[config.mk]
export PLATFORM = sky130hd
export DESIGN_NAME = alu_yinelemeli
export DESIGN_NICKNAME = d
export VERILOG_FILES = /design/src/rtl/alu_yinelemeli.sv
export SDC_FILE = /design/constraint.sdc
export NUM_CORES = 1
export LEC_CHECK = 0
export ABC_AREA = 1
export BUFFER_PORTS_ARGS = -buffer_cell sky130_fd_sc_hd__buf_2
export CAP_MARGIN = 25
export CORE_ASPECT_RATIO = 0.9
export CORE_UTILIZATION = 35
export CTS_CLUSTER_DIAMETER = 150
export CTS_CLUSTER_SIZE = 30
export DETAILED_ROUTE_END_ITERATION = 10
export GPL_TIMING_DRIVEN = 0
export SLEW_MARGIN = 20
export SYNTH_ARGS = -nofsm -noshare
export SYNTH_HDL_FRONTEND = slang
export SYNTH_SLANG_ARGS = --single-unit
[constraint.sdc]
create_clock -name clk -period 2.05 [get_ports clk]
set_input_delay 0.1025 -clock clk [delete_from_list [all_inputs] [get_ports clk]]
set_output_delay 0.1025 -clock clk [all_outputs]
set_load 0.01 [all_outputs]
[src/rtl/alu_yinelemeli.sv]
// RV32I/RV32M execute unit: single-cycle ALU ops plus an optional iterative multiply/divide
// engine enabled by defining ALU_M_EXT_EN.
module alu_yinelemeli #(
  parameter int unsigned DATA_WIDTH = 32,
  parameter int unsigned SHAMT_W    = $clog2(DATA_WIDTH)
) (
  input  logic                  clk,
  input  logic                  rst,
  input  logic                  in_valid,
  output logic                  in_ready,
  input  logic [DATA_WIDTH-1:0] s1,
  input  logic [DATA_WIDTH-1:0] s2,
  input  logic [6:0]            opcode,
  input  logic [2:0]            f3,
  input  logic [6:0]            f7,
  output logic                  out_valid,
  input  logic                  out_ready,
  output logic [DATA_WIDTH-1:0] d3,
  output logic                  illegal,
  output logic                  busy
);

  localparam int unsigned W = DATA_WIDTH;
  localparam logic [6:0] OpReg = 7'b0110011;
  localparam logic [6:0] OpImm = 7'b0010011;

  typedef enum logic [1:0] {StIdle, StCalc, StDone} state_e;

  state_e         state_q, state_d;
  logic [W-1:0]   d3_q, d3_d;
  logic           illegal_q, illegal_d;
  logic           accept, m_start;

  logic [SHAMT_W-1:0] shamt;
  logic               alt, dec_ill, m_class;
  logic [W-1:0]       alu_res;

  assign in_ready  = (state_q == StIdle) || ((state_q == StDone) && out_ready);
  assign accept    = in_valid && in_ready;
  assign m_start   = accept && m_class;
  assign out_valid = (state_q == StDone);
  assign d3        = d3_q;
  assign illegal   = illegal_q;

  // Decode and single-cycle datapath, evaluated on the live inputs at the handshake.
  always_comb begin
    shamt   = s2[SHAMT_W-1:0];
    alt     = 1'b0;
    dec_ill = 1'b0;
    m_class = 1'b0;
    alu_res = '0;
    if (opcode == OpReg) begin
      if (f7 == 7'b0000000) begin
        alt = 1'b0;
      end else if (f7 == 7'b0100000) begin
        alt     = 1'b1;
        dec_ill = (f3 != 3'b000) && (f3 != 3'b101);
      end else if (f7 == 7'b0000001) begin
`ifdef ALU_M_EXT_EN
        m_class = 1'b1;
`else
        dec_ill = 1'b1;
`endif
      end else begin
        dec_ill = 1'b1;
      end
    end else if (opcode == OpImm) begin
      alt = (f3 == 3'b101) && f7[5];
    end else begin
      dec_ill = 1'b1;
    end

    if (!dec_ill && !m_class) begin
      case (f3)
        3'b000: alu_res = alt ? (s1 - s2) : (s1 + s2);
        3'b001: alu_res = s1 << shamt;
        3'b010: alu_res = {{(W-1){1'b0}}, ($signed(s1) < $signed(s2))};
        3'b011: alu_res = {{(W-1){1'b0}}, (s1 < s2)};
        3'b100: alu_res = s1 ^ s2;
        3'b101: begin
          if (alt) alu_res = $unsigned($signed(s1) >>> shamt);
          else     alu_res = s1 >> shamt;
        end
        3'b110: alu_res = s1 | s2;
        3'b111: alu_res = s1 & s2;
        default: alu_res = '0;
      endcase
    end
  end

`ifdef ALU_M_EXT_EN
  // Iterative engine: acc/lo hold {product hi, multiplier} or {remainder, quotient}.
  logic [W-1:0]       acc_q, lo_q, opnd_q;
  logic [SHAMT_W-1:0] cnt_q;
  logic [2:0]         op_q;
  logic               neg_q, rneg_q, divzero_q;

  logic               s1_neg, s2_neg, m_last;
  logic [W-1:0]       mag1, mag2, acc_nx, lo_nx, quo, rem, m_res;
  logic [W:0]         sum, shifted, diff;
  logic [2*W-1:0]     prod;

  always_comb begin
    s1_neg = s1[W-1] && ((f3 == 3'b001) || (f3 == 3'b010) || (f3 == 3'b100) || (f3 == 3'b110));
    s2_neg = s2[W-1] && ((f3 == 3'b001) || (f3 == 3'b100) || (f3 == 3'b110));
    mag1   = s1_neg ? (~s1 + 1'b1) : s1;
    mag2   = s2_neg ? (~s2 + 1'b1) : s2;
  end

  always_comb begin
    sum     = {1'b0, acc_q} + (lo_q[0] ? {1'b0, opnd_q} : {(W+1){1'b0}});
    shifted = {acc_q, lo_q[W-1]};
    diff    = shifted - {1'b0, opnd_q};
    if (op_q[2]) begin
      if (diff[W]) begin
        acc_nx = shifted[W-1:0];
        lo_nx  = {lo_q[W-2:0], 1'b0};
      end else begin
        acc_nx = diff[W-1:0];
        lo_nx  = {lo_q[W-2:0], 1'b1};
      end
    end else begin
      acc_nx = sum[W:1];
      lo_nx  = {sum[0], lo_q[W-1:1]};
    end

    prod = {acc_nx, lo_nx};
    if (neg_q) prod = ~prod + 1'b1;
    // Division by zero forces an all-ones quotient; the remainder naturally equals s1.
    quo = divzero_q ? {W{1'b1}} : (neg_q ? (~lo_nx + 1'b1) : lo_nx);
    rem = rneg_q ? (~acc_nx + 1'b1) : acc_nx;

    case (op_q)
      3'b000:                 m_res = prod[W-1:0];
      3'b001, 3'b010, 3'b011: m_res = prod[2*W-1:W];
      3'b100, 3'b101:         m_res = quo;
      default:                m_res = rem;
    endcase
    m_last = (cnt_q == SHAMT_W'(W - 1));
  end

  always_ff @(posedge clk) begin
    if (rst) begin
      acc_q     <= '0;
      lo_q      <= '0;
      opnd_q    <= '0;
      cnt_q     <= '0;
      op_q      <= '0;
      neg_q     <= 1'b0;
      rneg_q    <= 1'b0;
      divzero_q <= 1'b0;
    end else if (m_start) begin
      acc_q     <= '0;
      lo_q      <= f3[2] ? mag1 : mag2;
      opnd_q    <= f3[2] ? mag2 : mag1;
      cnt_q     <= '0;
      op_q      <= f3;
      neg_q     <= s1_neg ^ s2_neg;
      rneg_q    <= s1_neg;
      divzero_q <= (s2 == '0);
    end else if (state_q == StCalc) begin
      acc_q <= acc_nx;
      lo_q  <= lo_nx;
      cnt_q <= cnt_q + SHAMT_W'(1);
    end
  end

  assign busy = (state_q == StCalc);
`else
  assign busy = 1'b0;
`endif

  always_comb begin
    state_d   = state_q;
    d3_d      = d3_q;
    illegal_d = illegal_q;
    case (state_q)
      StIdle, StDone: begin
        if (accept) begin
          if (m_class) begin
            state_d = StCalc;
          end else begin
            state_d   = StDone;
            d3_d      = alu_res;
            illegal_d = dec_ill;
          end
        end else if ((state_q == StDone) && out_ready) begin
          state_d = StIdle;
        end
      end
      StCalc: begin
`ifdef ALU_M_EXT_EN
        if (m_last) begin
          state_d   = StDone;
          d3_d      = m_res;
          illegal_d = 1'b0;
        end
`else
        state_d = StIdle;
`endif
      end
      default: state_d = StIdle;
    endcase
  end

  always_ff @(posedge clk) begin
    if (rst) begin
      state_q   <= StIdle;
      d3_q      <= '0;
      illegal_q <= 1'b0;
    end else begin
      state_q   <= state_d;
      d3_q      <= d3_d;
      illegal_q <= illegal_d;
    end
  end

endmodule

* Yosys cells after proc, flatten, opt, wreduce, memory -nomap -nowiden *
Cells that the tools add are included.

cells by class
  $add $sub $neg = 2
  bitwise operators = 4
  mux-type cells = 14
  reduce and logical (&&, ||, !) cells = 13
  $lt $le $gt $ge = 2
  equality and inequality tests = 11
  shifts and indexed selects = 3

operators by type and width
  operator                                                                count
  32-bit one-hot mux with 8 select lines                                  1
  32-bit two-way mux                                                      3
  32-bit less-than comparator                                             2
  32-bit adder                                                            1
  32-bit AND                                                              1
  32-bit bitwise OR                                                       1
  32-bit by 5-bit left shift with 32-bit output                           1
  32-bit by 5-bit right shift with 32-bit output                          1
  32-bit by 5-bit >>> shifter with 32-bit output                          1
  32-bit subtractor                                                       1
  32-bit bitwise XOR                                                      1
  7-bit by 6-bit equality test with 1-bit output (second input constant)  2
  3-bit equality test (second input constant)                             4
  1-bit two-way mux                                                       8
  7-bit by 5-bit equality test with 1-bit output (second input constant)  1
  7-bit logical NOT                                                       1
  3-bit by 2-bit equality test with 1-bit output (second input constant)  2
  1-bit logical AND                                                       4
  2-bit two-way mux                                                       2
  2-bit OR reduction                                                      2
  3-bit by 1-bit equality test with 1-bit output (second input constant)  1
  3-bit logical NOT                                                       1
  3-bit != test (second input constant)                                   1
  3-bit nonzero test                                                      1
  other kinds (5)                                                         5

storage, ports and cells
  output and inout bits = 36
  register bits after elaboration = 34
  input port bits = 85

* Depth between registers and ports, before layout *
Gate-level depths: netlist of run 1.

  depth in word-level cells = 7
  gate-level depth with buffers = 21

* Worst setup path before layout of run 1 *
Ideal clock, no wire load.

  path kind = input to register
  start = in s2[2]
  end = reg d3_q[0], in the netlist d3[0]
  library setup time = 0.134 ns
  path slack = -0.087 ns
  stages = 19
  arrival = 2.003 ns
  path buffers = 3
  path through = inv_1 -> buf_2 -> clkbuf_1 -> ha_1 -> buf_2 -> nor2_1 -> nand2_1 -> nand3_1 -> nand2_1 -> nand2_1 -> nand2_1 -> nand2_1 -> nand2_1 -> nand2_1 -> nor2_1 -> nor2_1 -> nand3_1 -> nand2_1 -> a21oi_1

between the ends
  cells in the longest elaborated chain, start to end = 4
  elaborated cells between the ends (all ways) = 8

RTL lines
  element                                                                              RTL line  text
  start: declaration                                                                   12        input logic [DATA_WIDTH-1:0] s2,
  parallel branches: the longest is 2 deep, another holds 32-bit less-than comparator  -
  32-bit one-hot mux with 8 select lines *                                             74        case (f3)
  32-bit two-way mux *                                                                 73        if (!dec_ill && !m_class) begin
  end signal: assignment                                                               209       d3_q <= '0;
  end signal: assignment                                                               213       d3_q <= d3_d;
  end: declaration                                                                     30        logic [W-1:0] d3_q, d3_d;

Mark *: on every way between the ends.
A chain may end at the register's enable or synchronous reset.

* Final worst setup path of run 1 *
  start = in s2[4]
  end = reg d3_q[25], in the netlist d3[25]

between the ends
  cells in the longest elaborated chain, start to end = 4
  elaborated cells between the ends (all ways) = 9

RTL lines
  element                                       RTL line  text
  32-bit adder, or another cell as far along    75        3'b000: alu_res = alt ? (s1 - s2) : (s1 + s2);
  32-bit two-way mux, on equally long branches  75, 81
  32-bit one-hot mux with 8 select lines *      74
  32-bit two-way mux *                          73

Every way passes the cells marked *; elsewhere a longest branch is shown, timed or not.

==> report_table.html, run 1 <==
<table>
<tr><th>Metric</th><th>Value</th></tr>
<tr><th colspan="2">Die</th></tr>
<tr><td>Area of the core region</td><td>0.03181 mm²</td></tr>
<tr><td>Initial core utilization</td><td>35.53%</td></tr>
<tr><td>Total Die Area</td><td>0.03301 mm²</td></tr>
<tr><td>Die height</td><td>172.5 µm</td></tr>
<tr><td>Die span in x</td><td>191.4 µm</td></tr>
<tr><td>Top Ports</td><td>121</td></tr>
<tr><td>Cell Rows</td><td>62</td></tr>
<tr><th colspan="2">Worst setup path</th></tr>
<tr><td>Logic depth of the worst register-to-register path</td><td>8</td></tr>
<tr><td>CP Launch Type</td><td>primary input</td></tr>
<tr><td>CP required</td><td>2280 ps</td></tr>
<tr><td>Startpoint of the lowest-slack register-to-register path</td><td>state_q[1]</td></tr>
<tr><td>Worst R2R Setup Slack</td><td>80 ps</td></tr>
<tr><td>Critical register-to-register path endpoint</td><td>d3[22]</td></tr>
<tr><td>Worst setup path startpoint</td><td>s2[4]</td></tr>
<tr><td>Critical path start-end classification</td><td>primary input to flop</td></tr>
<tr><td>Largest fanout on the critical path</td><td>10</td></tr>
<tr><td>Kind of end point of the critical path</td><td>flop</td></tr>
<tr><td>Arr. time, crit path</td><td>2300 ps</td></tr>
<tr><th colspan="2">Hold path</th></tr>
<tr><td>Cell depth of the worst hold path</td><td>4</td></tr>
<tr><td>Startpoint of the worst hold path</td><td>out_ready</td></tr>
<tr><td>HP Class</td><td>primary input to flop</td></tr>
<tr><td>Hold Path Sink</td><td>state_q[1]</td></tr>
<tr><th colspan="2">Yosys</th></tr>
<tr><td>Post-synth top area cell</td><td>sky130_fd_sc_hd__nand2_1</td></tr>
<tr><td>Average size of a mapped cell</td><td>5.034 µm²</td></tr>
<tr><td>Seq cells post-synth</td><td>34</td></tr>
<tr><td>Most frequently used cell type in the post-synthesis netlist</td><td>sky130_fd_sc_hd__nand2_1</td></tr>
<tr><td>Synth cell count leaders</td><td>sky130_fd_sc_hd__nand2_1, sky130_fd_sc_hd__nand3_1, sky130_fd_sc_hd__inv_1</td></tr>
<tr><td>Biggest area contributors in the synthesized netlist</td><td>sky130_fd_sc_hd__nand2_1, sky130_fd_sc_hd__nand3_1, sky130_fd_sc_hd__ha_1, sky130_fd_sc_hd__inv_1, sky130_fd_sc_hd__dfxtp_1</td></tr>
<tr><td>Count of mapped cells out of synthesis</td><td>2245</td></tr>
<tr><td>Area share of the largest cell type after synthesis</td><td>27.04%</td></tr>
<tr><td>Number of enable-type register cells in the synthesized netlist</td><td>0</td></tr>
<tr><td>Primary flip-flop cell chosen by synthesis mapping</td><td>sky130_fd_sc_hd__dfxtp_1</td></tr>
<tr><td>Post-synthesis cell type count</td><td>51</td></tr>
<tr><td>Async set or reset register ratio after synthesis</td><td>0%</td></tr>
<tr><td>Syn_nets</td><td>2429</td></tr>
<tr><td>Cell Area, Synth</td><td>0.01130 mm²</td></tr>
<tr><td>Post-synthesis sequential area ratio</td><td>6.023%</td></tr>
<tr><td>Total number of yosys warnings</td><td>0</td></tr>
<tr><th colspan="2">Detailed routing</th></tr>
<tr><td>Vias per inst</td><td>5.798</td></tr>
<tr><td>Number of optimization iterations in the first detailed-route pass</td><td>10</td></tr>
<tr><td>Total routed wirelength</td><td>64970 µm</td></tr>
<tr><td>Detail-routed net length per standard cell</td><td>23.15 µm</td></tr>
<tr><td>Antenna violation net count after detailed routing</td><td>0</td></tr>
<tr><td>Routed via count</td><td>16269</td></tr>
<tr><td>Iteration-0 DRC Markers</td><td>2251</td></tr>
<tr><td>Post-detailed-route DRC marker count</td><td>1</td></tr>
<tr><th colspan="2">GRT</th></tr>
<tr><td>Pin count of the biggest net entering global routing</td><td>13</td></tr>
<tr><td>Initial antenna violation count</td><td>1</td></tr>
<tr><td>Vias in the first global route</td><td>14207</td></tr>
<tr><td>Total GRT Usage</td><td>38.36%</td></tr>
<tr><td>Wire length of the first global-routing pass</td><td>91830 µm</td></tr>
<tr><td>Final global-route overflow total</td><td>0</td></tr>
<tr><th colspan="2">Finish</th></tr>
<tr><td>Layout fillers</td><td>3660</td></tr>
<tr><td>Relative area change from synthesis to final layout</td><td>24.27%</td></tr>
<tr><td>Antenna diode count</td><td>0</td></tr>
<tr><td>Number of nets in the layout</td><td>2573</td></tr>
<tr><td>Share of cells above drive strength 1</td><td>20.04%</td></tr>
<tr><th colspan="2">Pwr</th></tr>
<tr><td>Leakage</td><td>7.426 nW</td></tr>
<tr><td>Worst ir drop on vdd</td><td>0.0002622 V</td></tr>
<tr><td>Power Total</td><td>5.052 mW</td></tr>
<tr><td>PwrDens</td><td>359.8 mW/mm²</td></tr>
<tr><th colspan="2">Clock tree</th></tr>
<tr><td>Total number of clock tree sinks</td><td>34</td></tr>
<tr><td>Root buffer cell</td><td>sky130_fd_sc_hd__clkbuf_16</td></tr>
<tr><td>Maximum level of the CTS H-tree</td><td>2</td></tr>
<tr><td>Number of buffers on the longest clock path</td><td>2</td></tr>
<tr><td>CTS tree</td><td>done</td></tr>
<tr><td>Number of buffers added by the clock tree synthesis step</td><td>5</td></tr>
<tr><td>Clk pin slew, worst setup/hold paths</td><td>60 ps</td></tr>
<tr><td>Clock network latency to the later pin of the worst-skew pair</td><td>290 ps</td></tr>
<tr><th colspan="2">Placed design</th></tr>
<tr><td>Final estimated routing congestion in global placement</td><td>1.048</td></tr>
<tr><td>Detailed placement HPWL</td><td>53400 µm</td></tr>
<tr><td>Number of buffers inserted by port buffering</td><td>116</td></tr>
<tr><th colspan="2">Run status</th></tr>
<tr><td>Run status</td><td>finished with violations</td></tr>
<tr><td>Violated checks</td><td>DRC, setup timing</td></tr>
<tr><th colspan="2">STA</th></tr>
<tr><td>Number of hold-slack violations in the final timing report</td><td>0</td></tr>
<tr><td>Relative slew slack</td><td>47.12%</td></tr>
<tr><td>Transition time at the pin with the least slew margin</td><td>793.1 ps</td></tr>
<tr><td>Slew Limit Fails</td><td>0</td></tr>
<tr><td>FMAX</td><td>481.8 MHz</td></tr>
<tr><td>Final setup violating endpoints</td><td>1</td></tr>
<tr><td>Fin crit period</td><td>2076 ps</td></tr>
<tr><td>Setup repair after global routing missed its margin</td><td>true</td></tr>
<tr><td>Worst Clk Skew</td><td>5.268 ps</td></tr>
<tr><td>Least setup slack across all paths after layout</td><td>-25.75 ps</td></tr>
<tr><td>Share of the cycle needed by the critical path after routing</td><td>101.3%</td></tr>
<tr><td>Final-layout worst hold slack</td><td>152.4 ps</td></tr>
<tr><th colspan="2">Job</th></tr>
<tr><td>Max-capacitance violation count</td><td>0</td></tr>
</table>
cell usage in the layout, fill, tap and decap left out, types with 9 or more instances in the layout:
cell,instances
sky130_fd_sc_hd__nor3_1,9
sky130_fd_sc_hd__o211ai_1,12
sky130_fd_sc_hd__inv_2,11
sky130_fd_sc_hd__nand3_2,31
sky130_fd_sc_hd__o21ai_0,57
sky130_fd_sc_hd__a211oi_1,13
sky130_fd_sc_hd__nor2_2,25
sky130_fd_sc_hd__nor2_1,106
sky130_fd_sc_hd__buf_8,9
sky130_fd_sc_hd__nand4_1,14
sky130_fd_sc_hd__clkbuf_4,17
sky130_fd_sc_hd__clkbuf_1,19
sky130_fd_sc_hd__a21oi_2,28
sky130_fd_sc_hd__ha_4,10
sky130_fd_sc_hd__and2_1,9
sky130_fd_sc_hd__nor2_4,28
sky130_fd_sc_hd__nand2_4,15
sky130_fd_sc_hd__ha_1,85
sky130_fd_sc_hd__dfxtp_1,34
sky130_fd_sc_hd__clkbuf_2,10
sky130_fd_sc_hd__nand3_1,318
sky130_fd_sc_hd__buf_2,132
sky130_fd_sc_hd__o22ai_1,21
sky130_fd_sc_hd__o221ai_1,14
sky130_fd_sc_hd__buf_4,40
sky130_fd_sc_hd__buf_6,10
sky130_fd_sc_hd__nand2_2,62
sky130_fd_sc_hd__a21oi_1,98
sky130_fd_sc_hd__o21ai_1,22
sky130_fd_sc_hd__nand2_1,745
sky130_fd_sc_hd__inv_1,291
metrics by stage:
step	cell area, µm²	std cells	utilization (%)	setup WS [ps]	setup TNS (ps)
after floorplan	11300	2245	-	15.69	0
after detailed placement	12400	2777	39.00	-1268	-27460
final	14040	2806	44.15	-25.75	-25.75
after global placement	12400	2777	39.00	-1248	-26730
after CTS	13030	2796	40.96	-45.89	-45.89
after global routing	14040	2806	44.15	-48.19	-333.6
cell type report:
class / instances / area (µm²) / area share, %
sequential: 34 / 680.7 / 4.847
buffer: 108 / 737.0 / 5.248
clock buffer: 8 / 166.4 / 1.185
inverter: 307 / 1166 / 8.304
multi-input combinational: 1795 / 9986 / 71.11
timing repair buffer: 138 / 787.0 / 5.604
tap: 416 / 520.5 / 3.706
sequential cells by signal, indices dropped and copies added (netlist names):
register  cells
d3           32
illegal       1
state_q       1
how the worst max path moves through the flow:
stage	cells past startpoint	to	slack (ps)
2_1_floorplan	15	d3[8]	20
3_3_place_gp	20	d3[0]	-1250
3_5_place_dp	19	d3[0]	-1270
4_1_cts	18	d3[31]	-50
5_1_grt	18	d3[25]	-50
6_report	9	d3[25]	-30
layer usage:
metal	wire length, µm	part of all wire [%]	up-vias	GRT usage [%]
li1	-	-	7516	-
met1	28100	43	7548	54.18
met2	25930	40	1063	55.48
met3	8568	13	142	10.51
met4	2372	3.7	0	12.08
met5	0	0	-	0
kinds of logic (layout without fill, tap and decap cells):
logic type                 Yosys count  in the layout  share of synthesized area [%]
other                                1              1                        0.03318
buffers and inverters              416            561                          15.16
xor gates and xnor gates             2              2                         0.1550
adders and majority gates           99             99                          11.09
AOI/OAI and AO/OA                  301            301                          15.35
DFF                                 34             34                          6.023
and+or+nand+nor                   1392           1392                          52.19
worst max-delay path, stage by stage:
cell and delay, ps:
sky130_fd_sc_hd__clkbuf_4 160, sky130_fd_sc_hd__buf_2 280, sky130_fd_sc_hd__buf_1 630, sky130_fd_sc_hd__nand3_1 380, sky130_fd_sc_hd__nand2_1 220, sky130_fd_sc_hd__a21oi_1 90
sky130_fd_sc_hd__a21oi_2 230, sky130_fd_sc_hd__nand2_1 80, sky130_fd_sc_hd__a21oi_1 120
power by group:
part	total [mW]	switching (mW)	internal [mW]
clock	0.883	0.331	0.552
combinational	3.50	2.44	1.06
sequential	0.667	0.00187	0.665
total	5.05	2.77	2.28
timing repair:
action	4_1_cts	5_1_grt
hold buffers	0	0
gates cloned	1	1
setup buffers	10	10
pin swaps	11	30
endpoints found under the setup margin	31	32
resized for setup	107	287
(Power assumes the default switching activity.)
==> inputs of run 2 (changes only) <==
--- a/config.mk
+++ b/config.mk
@@ -6,13 +6,13 @@
 export NUM_CORES = 1
 export LEC_CHECK = 0
 export ABC_AREA = 1
-export BUFFER_PORTS_ARGS = -buffer_cell sky130_fd_sc_hd__buf_2
 export CAP_MARGIN = 25
 export CORE_ASPECT_RATIO = 0.9
 export CORE_UTILIZATION = 35
 export CTS_CLUSTER_DIAMETER = 150
 export CTS_CLUSTER_SIZE = 30
 export DETAILED_ROUTE_END_ITERATION = 10
+export DONT_BUFFER_PORTS = 1
 export GPL_TIMING_DRIVEN = 0
 export SLEW_MARGIN = 20
 export SYNTH_ARGS = -nofsm -noshare
==> run 2 against run 1 <==
  * Clock power fell by 15%
  * Largest power group unchanged
  * Die area unchanged
  * Register-to-register slack improved by 100 ps
  * Critical path type unchanged
  * Fmax rose by 2.3%
  * The flow now finishes without violations
  * Setup slack better by 46 ps
  * Critical path depth increased by 3
  * Hold slack lost 110 ps
  * Core utilization is 4.1 points lower
  * Global-route usage rose by 1.2 points
  * Combinational power shrank 11%
==> report_table.html, run 2 (same netlist as run 1, synthesis figures left out) <==
<table>
<tr><th>Metric</th><th>Value</th></tr>
<tr><th colspan="2">Die</th></tr>
<tr><td>Top Ports</td><td>121</td></tr>
<tr><td>Area of the core region</td><td>0.03181 mm²</td></tr>
<tr><td>Cell Rows</td><td>62</td></tr>
<tr><td>Total Die Area</td><td>0.03301 mm²</td></tr>
<tr><td>Die span in x</td><td>191.4 µm</td></tr>
<tr><td>Initial core utilization</td><td>35.53%</td></tr>
<tr><td>Die height</td><td>172.5 µm</td></tr>
<tr><th colspan="2">Detailed routing</th></tr>
<tr><td>Routed via count</td><td>15688</td></tr>
<tr><td>WL met1</td><td>29410 µm</td></tr>
<tr><td>Number of optimization iterations in the first detailed-route pass</td><td>9</td></tr>
<tr><td>Top layer in use</td><td>met5</td></tr>
<tr><td>Antenna violation net count after detailed routing</td><td>0</td></tr>
<tr><td>Vias per inst</td><td>5.847</td></tr>
<tr><td>Total routed wirelength</td><td>66210 µm</td></tr>
<tr><td>Met3 layer wire length in the routed design</td><td>8957 µm</td></tr>
<tr><td>Post-detailed-route DRC marker count</td><td>0</td></tr>
<tr><td>Iteration-0 DRC Markers</td><td>2262</td></tr>
<tr><td>Detail-routed net length per standard cell</td><td>24.68 µm</td></tr>
<tr><td>Met2 routed wirelength</td><td>25680 µm</td></tr>
<tr><th colspan="2">Clock tree</th></tr>
<tr><td>Total number of clock tree sinks</td><td>34</td></tr>
<tr><td>Maximum level of the CTS H-tree</td><td>2</td></tr>
<tr><td>Hold-fix buffers at CTS</td><td>0</td></tr>
<tr><td>CTS tree</td><td>done</td></tr>
<tr><td>Number of buffers added by the clock tree synthesis step</td><td>5</td></tr>
<tr><td>Root buffer cell</td><td>sky130_fd_sc_hd__clkbuf_16</td></tr>
<tr><td>Clk pin slew, worst setup/hold paths</td><td>60 ps</td></tr>
<tr><td>Number of buffers on the longest clock path</td><td>2</td></tr>
<tr><td>Clock network latency to the later pin of the worst-skew pair</td><td>290 ps</td></tr>
<tr><th colspan="2">Placed design</th></tr>
<tr><td>Cell area after placement</td><td>0.01182 mm²</td></tr>
<tr><td>Number of buffers inserted by port buffering</td><td>0</td></tr>
<tr><td>Final estimated routing congestion in global placement</td><td>1.050</td></tr>
<tr><td>Placement-stage worst setup slack</td><td>-1310 ps</td></tr>
<tr><td>Detailed placement HPWL</td><td>55340 µm</td></tr>
<tr><th colspan="2">GRT</th></tr>
<tr><td>Initial antenna violation count</td><td>2</td></tr>
<tr><td>Vias in the first global route</td><td>14064</td></tr>
<tr><td>Total GRT Usage</td><td>39.55%</td></tr>
<tr><td>Pin count of the biggest net entering global routing</td><td>13</td></tr>
<tr><td>Final global-route overflow total</td><td>0</td></tr>
<tr><td>Wire length of the first global-routing pass</td><td>93810 µm</td></tr>
<tr><th colspan="2">STA</th></tr>
<tr><td>TNS Setup</td><td>0 ps</td></tr>
<tr><td>Number of hold-slack violations in the final timing report</td><td>0</td></tr>
<tr><td>Worst Clk Skew</td><td>8.179 ps</td></tr>
<tr><td>FMAX</td><td>492.6 MHz</td></tr>
<tr><td>Relative slew slack</td><td>44.20%</td></tr>
<tr><td>Least setup slack across all paths after layout</td><td>19.98 ps</td></tr>
<tr><td>Setup repair after global routing missed its margin</td><td>true</td></tr>
<tr><td>Fin crit period</td><td>2030 ps</td></tr>
<tr><td>Slew Limit Fails</td><td>0</td></tr>
<tr><td>Transition time at the pin with the least slew margin</td><td>837.0 ps</td></tr>
<tr><td>Share of the cycle needed by the critical path after routing</td><td>99.03%</td></tr>
<tr><td>Final setup violating endpoints</td><td>0</td></tr>
<tr><td>Final-layout worst hold slack</td><td>41.32 ps</td></tr>
<tr><th colspan="2">Finish</th></tr>
<tr><td>Relative area change from synthesis to final layout</td><td>12.63%</td></tr>
<tr><td>Number of flip-flops in the largest register</td><td>32</td></tr>
<tr><td>Number of nets in the layout</td><td>2450</td></tr>
<tr><td>Most used cells in the layout excluding fill and tap cells</td><td>sky130_fd_sc_hd__nand2_1, sky130_fd_sc_hd__nand3_1, sky130_fd_sc_hd__inv_1</td></tr>
<tr><td>Most frequent standard cell in the layout excluding fill and tap cells</td><td>sky130_fd_sc_hd__nand2_1</td></tr>
<tr><td>Share of cells above drive strength 1</td><td>10.94%</td></tr>
<tr><td>Post-route cell area</td><td>0.01273 mm²</td></tr>
<tr><th colspan="2">Worst setup path</th></tr>
<tr><td>Worst R2R Setup Slack</td><td>180 ps</td></tr>
<tr><td>Critical path start-end classification</td><td>primary input to flop</td></tr>
<tr><td>CP required</td><td>2280 ps</td></tr>
<tr><td>Kind of end point of the critical path</td><td>flop</td></tr>
<tr><td>Largest fanout on the critical path</td><td>10</td></tr>
<tr><td>CP Launch Type</td><td>primary input</td></tr>
<tr><td>Arr. time, crit path</td><td>2260 ps</td></tr>
<tr><th colspan="2">Hold path</th></tr>
<tr><td>HP Class</td><td>primary input to flop</td></tr>
<tr><th colspan="2">Pwr</th></tr>
<tr><td>PwrDens</td><td>357.6 mW/mm²</td></tr>
<tr><td>Power Total</td><td>4.552 mW</td></tr>
<tr><td>Worst ir drop on vdd</td><td>0.0002612 V</td></tr>
<tr><td>Leakage</td><td>6.683 nW</td></tr>
<tr><th colspan="2">Job</th></tr>
<tr><td>Max-capacitance violation count</td><td>0</td></tr>
<tr><th colspan="2">Run status</th></tr>
<tr><td>Run status</td><td>completed</td></tr>
</table>
==> run 2: cell types whose count changed in the layout (fill, tap and decap cells not counted), moves of 6 or more <==
cell,delta
sky130_fd_sc_hd__a21oi_1,+22
sky130_fd_sc_hd__a21oi_2,-21
sky130_fd_sc_hd__buf_2,-92
sky130_fd_sc_hd__buf_4,-16
sky130_fd_sc_hd__clkbuf_4,-11
sky130_fd_sc_hd__ha_4,-6
sky130_fd_sc_hd__nand2_1,+29
sky130_fd_sc_hd__nand2_2,-26
sky130_fd_sc_hd__nand3_1,+14
sky130_fd_sc_hd__nand3_2,-15
sky130_fd_sc_hd__nor2_1,+21
sky130_fd_sc_hd__nor2_4,-17
==> run 2: path summary, 6_finish.rpt <==
check            end       start  depth (start not counted)
max           d3[12]       f3[2]                         12
min          illegal    in_valid                          2
max reg2reg   d3[22]  state_q[1]                          8
min reg2reg    d3[4]       d3[4]                          2
==> run 2: area by class of cell <==
| cell class | instances | area [µm²] |
|---|---|---|
| Buffer | 107 | 650.6 |
| Clock inverter | 2 | 10.01 |
| Antenna cell | 1 | 2.502 |
| Multi-Input combinational cell | 1795 | 9460 |
| Clock buffer | 5 | 125.1 |
| Tap cell | 416 | 520.5 |
| Inverter | 307 | 1161 |
| Sequential cell | 34 | 680.7 |
| Fill cell | 3793 | 19080 |
| Timing Repair Buffer | 16 | 117.6 |
==> run 2: report_power, final <==
part           switching (mW)  internal (mW)  total (mW)
combinational            2.23          0.897        3.13
sequential            0.00491          0.665       0.670
clock                   0.311          0.439       0.750
==> run 2: critical path, cell delays in order <==
cell                      delay, ps
sky130_fd_sc_hd__buf_4          140
sky130_fd_sc_hd__inv_2           80
sky130_fd_sc_hd__nor2_8         260
sky130_fd_sc_hd__nand2_2        100
sky130_fd_sc_hd__nand2_4        150
sky130_fd_sc_hd__nand2_4         70
sky130_fd_sc_hd__buf_6          170
sky130_fd_sc_hd__o21ai_1        410
sky130_fd_sc_hd__o21ai_0        270
sky130_fd_sc_hd__nand3_1        200
sky130_fd_sc_hd__nand3_1        130
sky130_fd_sc_hd__a21oi_1        130
==> run 2: what timing repair did <==
| item | 4_1_cts | 5_1_grt |
|---|---|---|
| pin swaps | 4 | 18 |
| setup buffers | 3 | 10 |
| gates cloned | 0 | 2 |
| gates resized for setup | 76 | 119 |
| setup endpoints to repair | 32 | 32 |
==> run 2: layer usage <==
metal	up-vias	GRT usage [%]
met4	2	11.15
met3	115	12.36
met5	-	0
li1	7266	-
met1	7226	55.95
met2	1079	56.49
==> run 2: metrics by stage <==
step,util [%],std cells
after CTS,38.51,2670
after floorplan,-,2245
after global routing,40.01,2682
after detailed placement,37.17,2661
final,40.02,2683
after global placement,37.17,2661
